--- config.mk ---
export PLATFORM = sky130hd
export DESIGN_NAME = thread_fetch_sched_flat
export DESIGN_NICKNAME = d
export VERILOG_FILES = /design/src/rtl/thread_fetch_sched_if.sv /design/src/rtl/thread_fetch_sched.sv /design/src/flat_wrapper.sv
export SDC_FILE = /design/constraint.sdc
export NUM_CORES = 1
export LEC_CHECK = 0
export CAP_MARGIN = 0
export CORE_MARGIN = 2
export CORE_UTILIZATION = 48
export CTS_BUF_LIST = sky130_fd_sc_hd__clkbuf_4
export DETAILED_ROUTE_END_ITERATION = 6
export HOLD_SLACK_MARGIN = 0.1
export PLACE_DENSITY = 0.67
export SYNTH_ARGS = -nofsm -noshare
export SYNTH_HDL_FRONTEND = slang
export SYNTH_SLANG_ARGS = --single-unit
--- constraint.sdc ---
create_clock -name clk -period 4.4 [get_ports clk]
set_input_delay 0.44 -clock clk [delete_from_list [all_inputs] [get_ports clk]]
set_output_delay 0.44 -clock clk [all_outputs]
set_load 0.03 [all_outputs]
--- src/rtl/thread_fetch_sched_if.sv ---
// Fetch-scheduler handshake bundle: run/stall controls, thread mask, redirect
// request, and the registered fetch issue outputs.
interface thread_fetch_sched_if #(
  parameter int unsigned PC_WIDTH = 64
);
  logic                en;
  logic                stall;
  logic [3:0]          thread_active;
  logic                redirect_valid;
  logic [3:0]          redirect_thread;
  logic [PC_WIDTH-1:0] redirect_pc;
  logic                fetch_valid;
  logic [3:0]          thread_sel_IF;
  logic [PC_WIDTH-1:0] pc_IF;

  modport master (
    output en, stall, thread_active, redirect_valid, redirect_thread, redirect_pc,
    input  fetch_valid, thread_sel_IF, pc_IF
  );

  modport slave (
    input  en, stall, thread_active, redirect_valid, redirect_thread, redirect_pc,
    output fetch_valid, thread_sel_IF, pc_IF
  );
endinterface

--- src/rtl/thread_fetch_sched.sv ---
// Four-thread round-robin fetch scheduler with per-thread PCs, redirects that
// override increments, and registered issue outputs.
module thread_fetch_sched #(
  parameter int unsigned               PC_WIDTH = 64,
  parameter logic [PC_WIDTH-1:0]       RESET_PC = '0,
  parameter logic [PC_WIDTH-1:0]       PC_INC   = PC_WIDTH'(4)
) (
  input  logic                 clk,
  input  logic                 reset,
  thread_fetch_sched_if.slave  bus
);

  function automatic logic is_onehot4(input logic [3:0] v);
    is_onehot4 = (v != 4'b0000) && ((v & (v - 4'b0001)) == 4'b0000);
  endfunction

  logic [PC_WIDTH-1:0] pc_r [4];
  logic [1:0]          last_sel_r;
  logic                fetch_valid_r;
  logic [3:0]          thread_sel_r;
  logic [PC_WIDTH-1:0] pc_if_r;

  logic                redir_ok_s;
  logic [3:0]          redir_mask_s;
  logic [3:0]          eligible_s;
  logic                found_s;
  logic [1:0]          sel_idx_s;
  logic                issue_s;
  logic                take_s;

  // Eligibility: a well-formed redirect blocks its own thread for this edge.
  always_comb begin
    redir_ok_s   = bus.redirect_valid && is_onehot4(bus.redirect_thread);
    redir_mask_s = redir_ok_s ? bus.redirect_thread : 4'b0000;
    eligible_s   = bus.thread_active & ~redir_mask_s;
    issue_s      = bus.en && !bus.stall;
    found_s      = (eligible_s != 4'b0000);
    take_s       = issue_s && found_s;
  end

  // Round-robin pick: walk from farthest to nearest so the nearest eligible wins.
  always_comb begin
    logic [1:0] cand;
    sel_idx_s = last_sel_r;
    for (int k = 4; k >= 1; k--) begin
      cand      = last_sel_r + 2'(k);
      sel_idx_s = eligible_s[cand] ? cand : sel_idx_s;
    end
  end

  // Per-thread PC update: redirect beats increment (they never coincide on one thread).
  always_ff @(posedge clk) begin
    if (reset) begin
      for (int i = 0; i < 4; i++) begin
        pc_r[i] <= RESET_PC;
      end
    end else begin
      for (int i = 0; i < 4; i++) begin
        if (redir_mask_s[i]) begin
          pc_r[i] <= bus.redirect_pc;
        end else if (take_s && (sel_idx_s == 2'(i))) begin
          pc_r[i] <= pc_r[i] + PC_INC;
        end else begin
          pc_r[i] <= pc_r[i];
        end
      end
    end
  end

  // Issue registers and last-issued pointer; stall freezes everything here.
  always_ff @(posedge clk) begin
    if (reset) begin
      last_sel_r    <= 2'd3;
      fetch_valid_r <= 1'b0;
      thread_sel_r  <= 4'b0000;
      pc_if_r       <= '0;
    end else if (bus.stall) begin
      last_sel_r    <= last_sel_r;
      fetch_valid_r <= fetch_valid_r;
      thread_sel_r  <= thread_sel_r;
      pc_if_r       <= pc_if_r;
    end else if (take_s) begin
      last_sel_r    <= sel_idx_s;
      fetch_valid_r <= 1'b1;
      thread_sel_r  <= 4'b0001 << sel_idx_s;
      pc_if_r       <= pc_r[sel_idx_s];
    end else begin
      last_sel_r    <= last_sel_r;
      fetch_valid_r <= 1'b0;
      thread_sel_r  <= 4'b0000;
      pc_if_r       <= '0;
    end
  end

  assign bus.fetch_valid   = fetch_valid_r;
  assign bus.thread_sel_IF = thread_sel_r;
  assign bus.pc_IF         = pc_if_r;

endmodule

--- src/flat_wrapper.sv ---
// flat-port wrapper written by rule: the top's interface ports become plain ports
module thread_fetch_sched_flat 
#(
  parameter int unsigned               PC_WIDTH = 64,
  parameter logic [PC_WIDTH-1:0]       RESET_PC = '0,
  parameter logic [PC_WIDTH-1:0]       PC_INC   = PC_WIDTH'(4)
)
  (clk, reset, bus_en, bus_stall, bus_thread_active, bus_redirect_valid, bus_redirect_thread, bus_redirect_pc, bus_fetch_valid, bus_thread_sel_IF, bus_pc_IF);
  thread_fetch_sched_if #(.PC_WIDTH(PC_WIDTH)) bus_i ();
  input  logic clk;
  input  logic reset;
  input wire logic [$bits(bus_i.en)-1:0] bus_en;
  input wire logic [$bits(bus_i.stall)-1:0] bus_stall;
  input wire logic [$bits(bus_i.thread_active)-1:0] bus_thread_active;
  input wire logic [$bits(bus_i.redirect_valid)-1:0] bus_redirect_valid;
  input wire logic [$bits(bus_i.redirect_thread)-1:0] bus_redirect_thread;
  input wire logic [$bits(bus_i.redirect_pc)-1:0] bus_redirect_pc;
  output wire logic [$bits(bus_i.fetch_valid)-1:0] bus_fetch_valid;
  output wire logic [$bits(bus_i.thread_sel_IF)-1:0] bus_thread_sel_IF;
  output wire logic [$bits(bus_i.pc_IF)-1:0] bus_pc_IF;
  assign bus_i.en = bus_en;
  assign bus_i.stall = bus_stall;
  assign bus_i.thread_active = bus_thread_active;
  assign bus_i.redirect_valid = bus_redirect_valid;
  assign bus_i.redirect_thread = bus_redirect_thread;
  assign bus_i.redirect_pc = bus_redirect_pc;
  assign bus_fetch_valid = bus_i.fetch_valid;
  assign bus_thread_sel_IF = bus_i.thread_sel_IF;
  assign bus_pc_IF = bus_i.pc_IF;
  thread_fetch_sched #(.PC_WIDTH(PC_WIDTH), .RESET_PC(RESET_PC), .PC_INC(PC_INC)) u_core (.clk(clk), .reset(reset), .bus(bus_i));
endmodule
==> qor.yml, run 1 <==
cts:
  ctsResizeCount: 0
  cts_max_path_buffers: 3
  clk_latency_ns: 0.78
  cts_setup_buffers: 0
  h-tree-depth: 3
  hold_buffers: 1
  cts_tree: "done"
  cts.sinks: 327
  root_buffer: "clkbuf_4"
  clk_pin_slew_ns: 0.06
  numCtsBuffers: 93
grt:
  grt-busiest-layer: "met2"
  grt_use_met3_pct: 5.60
  grt-ovfl-total: 0
  antenna_found_initial: 1
  grt_pass1_wl_microns: 101000
  grt_max_degree: 77
  grt_util_met1_pct: 41.8
  grtUsageTotal_pct: 29.4
  met2_usage_pct: 45.0
  grt_pass1_vias: 17100
yosys:
  ys_top_cells_by_area: "edfxtp_1, mux2i_1, dfxtp_1, xnor2_1, xor2_1"
  synth-seq-cells: 327
  synth_fp_nets: 2089
  synthArstFlopShare_pct: 0
  ys_types: 68
  yosys.area.top_type_share_pct: 37.8
  syn-cell-area_sq_um: 20300
  ys_warn_count: 0
  yosys.area.top_type: "edfxtp_1"
  ys_seq_area_share_pct: 44.8
  netlist_instances: 2008
  synth_edf_count: 256
  avgSynthCellArea_sq_um: 10.1
  synthFlopType: "edfxtp_1"
timing:
  finalMaxSlewViolations: 0
  worstMarginPinSlew_ns: 1.17
  fin_skew_ns: 0.0374
  finalCriticalPeriod_ns: 3.34
  setup_violations: 0
  setup_tns_ns: 0
  hold_violations: 0
  min_period_over_period_pct: 75.8
  fmax_ghz: 0.300
  relSlewSlack_pct: 21.6
  rsz0062_at_grt: "false"
flow_run:
  maxCapViolations: 0
drt:
  wl_microns: 65600
  drc: 0
  avgRoutedWirePerCell_microns: 23.7
  post_drt_via_cell_ratio: 6.34
  antenna_left: 0
  drtPass1Iterations: 6
  vias: 17500
  drt_iter0_markers: 1961
pwr:
  finalPower_mw: 8.26
  power_density_nw_per_um2: 352
  p_leak_nw: 7.77
  vdd_ir_drop_max_v: 0.000154
critical_path:
  cp_data_required_time_ns: 4.91
  crit_arrival_ns: 3.84
  critPathKind: "flop to flop"
  worstSetupStartpointType: "flop"
  endpoint_kind: "flop"
  crit_fanout: 12
die:
  core-area_sq_um: 41900
  die_h_microns: 210
  ios: 146
  die_x_microns: 210
  rows: 75
  initial_core_util_pct: 48.5
  die-area_sq_um: 44000
cells_and_area:
  final_common_cell: "edfxtp_1"
  final_cell_mix: "edfxtp_1, nand2_1, mux2i_1"
  layout-drive-gt1-share_pct: 13.2
  nets: 2235
  fillCellCount: 3691
  area_growth_syn_to_layout_pct: 15.7
place:
  place_hpwl_microns: 44300
  io_buffers: 145
  place_congestion: 0.919
status:
  status: "finished, final reports clean"
min_path:
  min_path_type: "input pin to flop"
through the flow:
step                instance area [sq um]  util, %  worst slack, ns  instances  hold WS, ns
finish                              23500     56.1             1.06       2767        0.418
global route                        23500     56.1            0.925       2767        0.403
CTS                                 23500     56.1             1.21       2766        0.361
detailed placement                  22300     53.2            0.574       2597        0.449
global placement                    22300     53.2            0.652       2597        0.453
floorplan                           20300        -            0.439       2008        0.527
cell usage after synthesis (all sizes together), types with 6 or more instances:
master     n
edfxtp   256
nand2    236
mux2i    179
xnor2    133
a21oi    121
a211oi   115
xor2     102
nand3     91
nor2      87
o21ai     79
nand4     74
buf       72
dfxtp     71
o221ai    66
clkbuf    65
nor3      41
and3      38
inv       37
nor4      28
and4      26
or4       14
and2       6
nor4b      6
o2111ai    6
final cells by class:
cell class / instances / area [sq um] / area share [%]
flip-flops and latches: 327 / 9110 / 38.8
inverters: 37 / 139 / 0.591
diodes: 1 / 2.50 / 0.0107
repair buffers: 188 / 1870 / 7.98
multi-input cells: 1507 / 10500 / 44.6
clock inverters: 18 / 95.1 / 0.405
clock buffers: 150 / 1130 / 4.79
well taps: 539 / 674 / 2.87
registers in the layout, summed over array words and instances, names as in the netlist:
name / cells
u_core.pc_r: 256
u_core.bus.pc_IF: 64
u_core.bus.thread_sel_IF: 4
u_core.last_sel_r: 2
u_core.bus.fetch_valid: 1
worst max-delay path: stages (launching register included):
cell and delay, ns:
edfxtp_1 0.44, and4_1 0.43, nand4_1 0.51, nor4b_4 1.17, nand3_1 0.24, xor2_1 0.20, mux2i_1 0.09
path summary, 6_finish.rpt:
check | start | end | slack (ns) | cells after the start
worst max register to register | u_core.pc_r[2][29] | u_core.pc_r[2][63] | 1.06 | 6
worst max-delay path | u_core.pc_r[2][29] | u_core.pc_r[2][63] | 1.06 | 6
worst min register to register | u_core.bus.pc_IF[56] | u_core.bus.pc_IF[56] | 0.46 | 2
worst min-delay path | bus_redirect_pc[3] | u_core.pc_r[3][3] | 0.42 | 3
report_power, final:
part           internal (mW)  switching [mW]  total (mW)
registers               3.62           0.304        3.92
logic                  0.532           0.813        1.35
clock network           1.59            1.41        3.00
metal layers:
layer  wire length (microns)  vias up
met2                   29600      919
li1                        -     7951
met5                       0        -
met4                    1660        0
met3                    6330      114
met1                   27900     8554
kinds of logic (layout without fill, tap and decap cells):
| group | Yosys count | count (layout) | share of synthesized area, % |
|---|---|---|---|
| multiplexers | 179 | 179 | 8.82 |
| adder cells (fa/ha/maj) | 4 | 4 | 0.246 |
| AO/OA/AOI/OAI | 421 | 421 | 15.1 |
| AND/OR/NAND/NOR | 668 | 668 | 16.7 |
| other | 0 | 1 | 0 |
| flip-flops | 327 | 327 | 44.8 |
| XOR/XNOR | 235 | 235 | 10.1 |
| buffers and inverters | 174 | 393 | 4.11 |
Power figures use the tool's default switching activity.
==> run 2: changes to the inputs <==
--- a/config.mk
+++ b/config.mk
@@ -11,7 +11,7 @@
 export CTS_BUF_LIST = sky130_fd_sc_hd__clkbuf_4
 export DETAILED_ROUTE_END_ITERATION = 6
 export HOLD_SLACK_MARGIN = 0.1
-export PLACE_DENSITY = 0.67
+export PLACE_DENSITY = 0.7
 export SYNTH_ARGS = -nofsm -noshare
 export SYNTH_HDL_FRONTEND = slang
 export SYNTH_SLANG_ARGS = --single-unit
==> constraint.sdc (replaced) <==
create_clock -name clk -period 3 [get_ports clk]
set_input_delay 0.3 -clock clk [delete_from_list [all_inputs] [get_ports clk]]
set_output_delay 0.3 -clock clk [all_outputs]
set_load 0.03 [all_outputs]
==> run 2 against run 1 <==
Effect of this change:
- global-route usage up 0.57 points
- cell count up 3.9%
- fmax up 19%
- count of clock-buffer cells in the layout up 3
- sequential share of layout area down 1.9 points
- critical path type unchanged
- largest power group unchanged
==> qor.yml, run 2 (synthesized netlist as in run 1, its figures left out) <==
status:
  status: "finished, final reports clean"
min_path:
  hold_depth: 4
  min-delay-start: "bus_stall"
  hold_path_end: "u_core.bus.fetch_valid"
  min_path_type: "input pin to flop"
timing:
  relSlewSlack_pct: 43.3
  setup_tns_ns: 0
  min_period_over_period_pct: 93.8
  setup_violations: 0
  rsz0062_at_grt: "false"
  finalMaxSlewViolations: 0
  fin_hold_ws_ns: 0.242
  fmax_ghz: 0.355
  fin_skew_ns: 0.0535
  finalCriticalPeriod_ns: 2.81
  hold_violations: 0
  worstMarginPinSlew_ns: 0.851
place:
  dp_cells: 2702
  place_congestion: 0.951
  place_hpwl_microns: 47200
  io_buffers: 145
die:
  core-area_sq_um: 41900
  die_x_microns: 210
  die_h_microns: 210
  ios: 146
  die-area_sq_um: 44000
  rows: 75
  initial_core_util_pct: 48.5
cells_and_area:
  final_cell_mix: "edfxtp_1, nand2_1, mux2i_1"
  final_core_util_pct: 59.1
  largest_register: "u_core.pc_r"
  nets: 2339
  largest_register_ffs: 256
  final_common_cell: "edfxtp_1"
  final_cells: 2875
  layout-drive-gt1-share_pct: 17.3
  area_growth_syn_to_layout_pct: 21.7
drt:
  wl_met1_microns: 26700
  vias: 18000
  antenna_left: 0
  wl_microns: 66500
  route.met3.wl_microns: 5950
  drc: 0
  drtPass1Iterations: 6
  met2WireLength_microns: 31700
  post_drt_via_cell_ratio: 6.27
  avgRoutedWirePerCell_microns: 23.1
  top_layer_used: "met4"
  drt_iter0_markers: 1900
pwr:
  p_leak_nw: 8.43
  power_density_nw_per_um2: 500
  finalPower_mw: 12.4
  vdd_ir_drop_max_v: 0.000303
cts:
  cts.sinks: 327
  h-tree-depth: 3
  cts_tree: "done"
  root_buffer: "clkbuf_4"
  clk_pin_slew_ns: 0.08
  clk_latency_ns: 0.81
  cts_max_path_buffers: 3
  numCtsBuffers: 92
grt:
  grt_pass1_vias: 18100
  grt_pass1_wl_microns: 103000
  antenna_found_initial: 1
  grt-ovfl-total: 0
  grtUsageTotal_pct: 30.0
  grt_max_degree: 129
critical_path:
  endpoint_kind: "flop"
  slowest_stage: "or4_1"
  crit_arrival_ns: 3.34
  critPathKind: "flop to flop"
  crit_chain: "nand4_1 > or4_1 > or4_4 > nor3_1 > xnor2_1 > a211oi_2"
  worstSetupStartpointType: "flop"
  reg2reg_setup_slack_ns: 0.19
  critPathMaxStageDelay_ns: 0.82
  crit_fanout: 8
  reg2reg_from: "u_core.pc_r[1][6]"
  worstRegToRegCells: 6
  rr_endpoint: "u_core.pc_r[1][53]"
  cp_data_required_time_ns: 3.52
flow_run:
  maxCapViolations: 0
## run 2: changes by cell type in the layout (fill, tap and decap cells not counted), sizes merged
cell and delta:
clkinv -4, inv +4, buf +105, clkbuf +3
## run 2: per-layer routing
layer / GRT usage [%] / up-vias
li1: - / 8147
met1: 39.1 / 8763
met2: 49.1 / 983
met3: 5.48 / 130
met4: 12.9 / 0
met5: 0 / -
## run 2: area by class of cell
type / instances / area, sq um
clock inverter: 18 / 93.8
inverter: 37 / 139
multi-input combinational: 1507 / 10500
antenna: 1 / 2.50
sequential: 327 / 9110
tap: 539 / 674
fill: 3610 / 17100
timing repair buffer: 293 / 3080
clock buffer: 153 / 1150
## run 2: critical path, delay by kind of cell, from the launching register on
| kind | cells | cell delay, ns |
|---|---|---|
| simple gates | 4 | 1.83 |
| xor+xnor | 1 | 0.17 |
| flops | 1 | 0.45 |
| compound gates | 1 | 0.09 |
## run 2: metrics by stage
step | area [sq um] | setup WS (ns)
detailed placement | 23500 | -0.147
global placement | 23500 | -0.164
CTS | 24700 | 0.227
global route | 24700 | 0.0146
floorplan | 20300 | 0.152
finish | 24700 | 0.186
## run 2: worst max-delay path by stage
stage                     slack, ns  depth (start not counted)              startpoint                   end
after global routing           0.01                          8       u_core.pc_r[0][5]    u_core.pc_r[0][63]
after detailed placement      -0.15                          9      bus_redirect_valid  u_core.bus.pc_IF[58]
after CTS                      0.23                          8       u_core.pc_r[0][5]    u_core.pc_r[0][63]
after global placement        -0.16                          9      bus_redirect_valid  u_core.bus.pc_IF[58]
final                          0.19                          6       u_core.pc_r[1][6]    u_core.pc_r[1][53]
after floorplan                0.15                          9  bus_redirect_thread[3]    u_core.pc_r[1][10]
## run 2: timing repair
action,in CTS,in global routing
gates resized for setup,0,0
setup buffers,0,0
hold buffers,1,0
endpoints found under the hold margin,4,0
## run 2: report_power, final
group	switching, mW	internal [mW]	total (mW)
Combinational	1.26	0.969	2.23
Clock	2.02	2.37	4.39
Sequential	0.428	5.31	5.73
Total	3.71	8.65	12.4
==> run 3: changes to the inputs <==
--- a/config.mk
+++ b/config.mk
@@ -9,9 +9,11 @@
 export CORE_MARGIN = 2
 export CORE_UTILIZATION = 48
 export CTS_BUF_LIST = sky130_fd_sc_hd__clkbuf_4
+export CTS_CLUSTER_SIZE = 28
 export DETAILED_ROUTE_END_ITERATION = 6
 export HOLD_SLACK_MARGIN = 0.1
 export PLACE_DENSITY = 0.7
+export SLEW_MARGIN = 20
 export SYNTH_ARGS = -nofsm -noshare
 export SYNTH_HDL_FRONTEND = slang
 export SYNTH_SLANG_ARGS = --single-unit
==> run 3 against run 2 <==
Effect of this change:
- routed wire length decreased by 0.18%
- die area stayed put
- clock skew increased by 0.012 ns
- sequential cell count did not move
- total power rose by 0.22%
- critical endpoint unchanged
- register-to-register slack improved by 0.03 ns
==> qor.yml, run 3 (synthesized netlist as in run 1, its figures left out) <==
timing:
  fin_skew_ns: 0.0655
  worstMarginPinSlew_ns: 0.858
  setup_violations: 0
  fmax_ghz: 0.359
  relSlewSlack_pct: 42.8
  worst_slack_ns: 0.217
  hold_violations: 0
  min_period_over_period_pct: 92.8
  finalCriticalPeriod_ns: 2.78
  fin_hold_ws_ns: 0.234
  rsz0062_at_grt: "false"
  finalMaxSlewViolations: 0
place:
  io_buffers: 145
  place_ws_ns: -0.147
  place_hpwl_microns: 47200
  place_congestion: 0.951
  dp_cells: 2702
drt:
  avgRoutedWirePerCell_microns: 23.1
  wl_microns: 66400
  drt_iter0_markers: 1967
  drtPass1Iterations: 6
  drc: 0
  post_drt_via_cell_ratio: 6.29
  vias: 18100
  antenna_left: 0
grt:
  grtUsageTotal_pct: 29.9
  grt_max_degree: 129
  grt_pass1_vias: 18100
  grt-ovfl-total: 0
  grt_pass1_wl_microns: 103000
  antenna_found_initial: 1
die:
  core-area_sq_um: 41900
  die-area_sq_um: 44000
  rows: 75
  die_x_microns: 210
  die_h_microns: 210
  initial_core_util_pct: 48.5
  ios: 146
cts:
  clk_latency_ns: 0.82
  numCtsBuffers: 92
  cts_tree: "done"
  cts_max_path_buffers: 3
  ctsResizeCount: 0
  cts_setup_buffers: 0
  clk_pin_slew_ns: 0.08
  h-tree-depth: 3
  cts.sinks: 327
  root_buffer: "clkbuf_4"
cells_and_area:
  largest_register: "u_core.pc_r"
  final_cell_mix: "edfxtp_1, nand2_1, mux2i_1"
  largest_register_ffs: 256
  layout-drive-gt1-share_pct: 17.4
  nets: 2339
  area_growth_syn_to_layout_pct: 21.8
  final_cells: 2875
  final_common_cell: "edfxtp_1"
  fillCellCount: 3616
pwr:
  switching_share_pct: 30.1
  pwr-share-comb_pct: 18.0
  vdd_ir_drop_max_v: 0.000281
  p_leak_nw: 8.43
  pwr-share-seq_pct: 46.3
  power.internal_mw: 8.66
  power_density_nw_per_um2: 501
  switching_power_mw: 3.72
  finalPower_mw: 12.4
  clock_power_share_pct: 35.7
critical_path:
  worstPathBufferInverterCount: 0
  worstSetupStartpointType: "flop"
  slowest_stage: "or4_1"
  endpoint_kind: "flop"
  critPathTopFamily: "simple AND/OR/NAND/NOR gates"
  critPathKind: "flop to flop"
  crit_fanout: 8
  crit_arrival_ns: 3.32
  crit_chain: "nand4_1 > or4_1 > or4_4 > nor3_1 > xnor2_1 > a211oi_2"
  critPathMaxStageDelay_ns: 0.80
  cp_data_required_time_ns: 3.53
status:
  status: "finished, final reports clean"
flow_run:
  maxCapViolations: 0
min_path:
  min_path_type: "input pin to flop"
==> run 3: changes by cell type in the layout (fill, tap and decap cells not counted), sizes merged <==
cell    change
clkbuf      +1
clkinv      -1
==> run 3: area by class of cell <==
class | instances | area [sq um] | area share [%]
Multi-Input combinational cell | 1507 | 10500 | 42.4
Sequential cell | 327 | 9110 | 36.8
Timing Repair Buffer | 293 | 3080 | 12.4
Clock buffer | 154 | 1160 | 4.67
Tap cell | 539 | 674 | 2.73
Inverter | 37 | 139 | 0.562
Clock inverter | 17 | 91.3 | 0.369
Antenna cell | 1 | 2.50 | 0.0101
==> run 3: power by group through the flow <==
| stage | sequential (mW) | combinational [mW] | clock (mW) |
|---|---|---|---|
| floorplan | 5.78 | 1.23 | 0 |
| global placement | 5.79 | 2.17 | 0 |
| detailed placement | 5.81 | 2.20 | 0 |
| CTS | 5.71 | 2.22 | 4.48 |
| global route | 5.77 | 2.37 | 4.67 |
| finish | 5.73 | 2.23 | 4.41 |
==> run 3: path summary, 6_finish.rpt <==
kind                          start                     end  slack (ns)  cells past startpoint
max               u_core.pc_r[1][6]      u_core.pc_r[1][53]        0.22                      6
min                       bus_stall  u_core.bus.fetch_valid        0.23                      4
max reg2reg       u_core.pc_r[1][6]      u_core.pc_r[1][53]        0.22                      6
min reg2reg  u_core.bus.fetch_valid  u_core.bus.fetch_valid        0.47                      2
==> run 3: worst reg2reg max path: cells and delay by family (launching register included) <==
family          cells  cell delay, ns
flops               1            0.45
simple gates        4            1.82
xor+xnor            1            0.18
compound gates      1            0.09
==> run 3: metrics by stage <==
stage	area (sq um)	TNS, ns	utilization [%]
3_5_place_dp	23500	-9.88	56.1
5_1_grt	24700	0	59.1
2_1_floorplan	20300	0	-
6_report	24700	0	59.1
4_1_cts	24700	0	59.1
3_3_place_gp	23500	-4.61	56.1
==> run 3: metal layers <==
metal	track usage, %	part of all wire (%)
met3	5.28	8.6
met2	48.7	47
met1	39.1	41
met4	13.6	3.5
met5	0	0
==> run 3: timing repair <==
| item | CTS | global route |
|---|---|---|
| hold buffers | 1 | 0 |
| endpoints found under the hold margin | 4 | 0 |
| endpoints found under the setup margin | 0 | 0 |
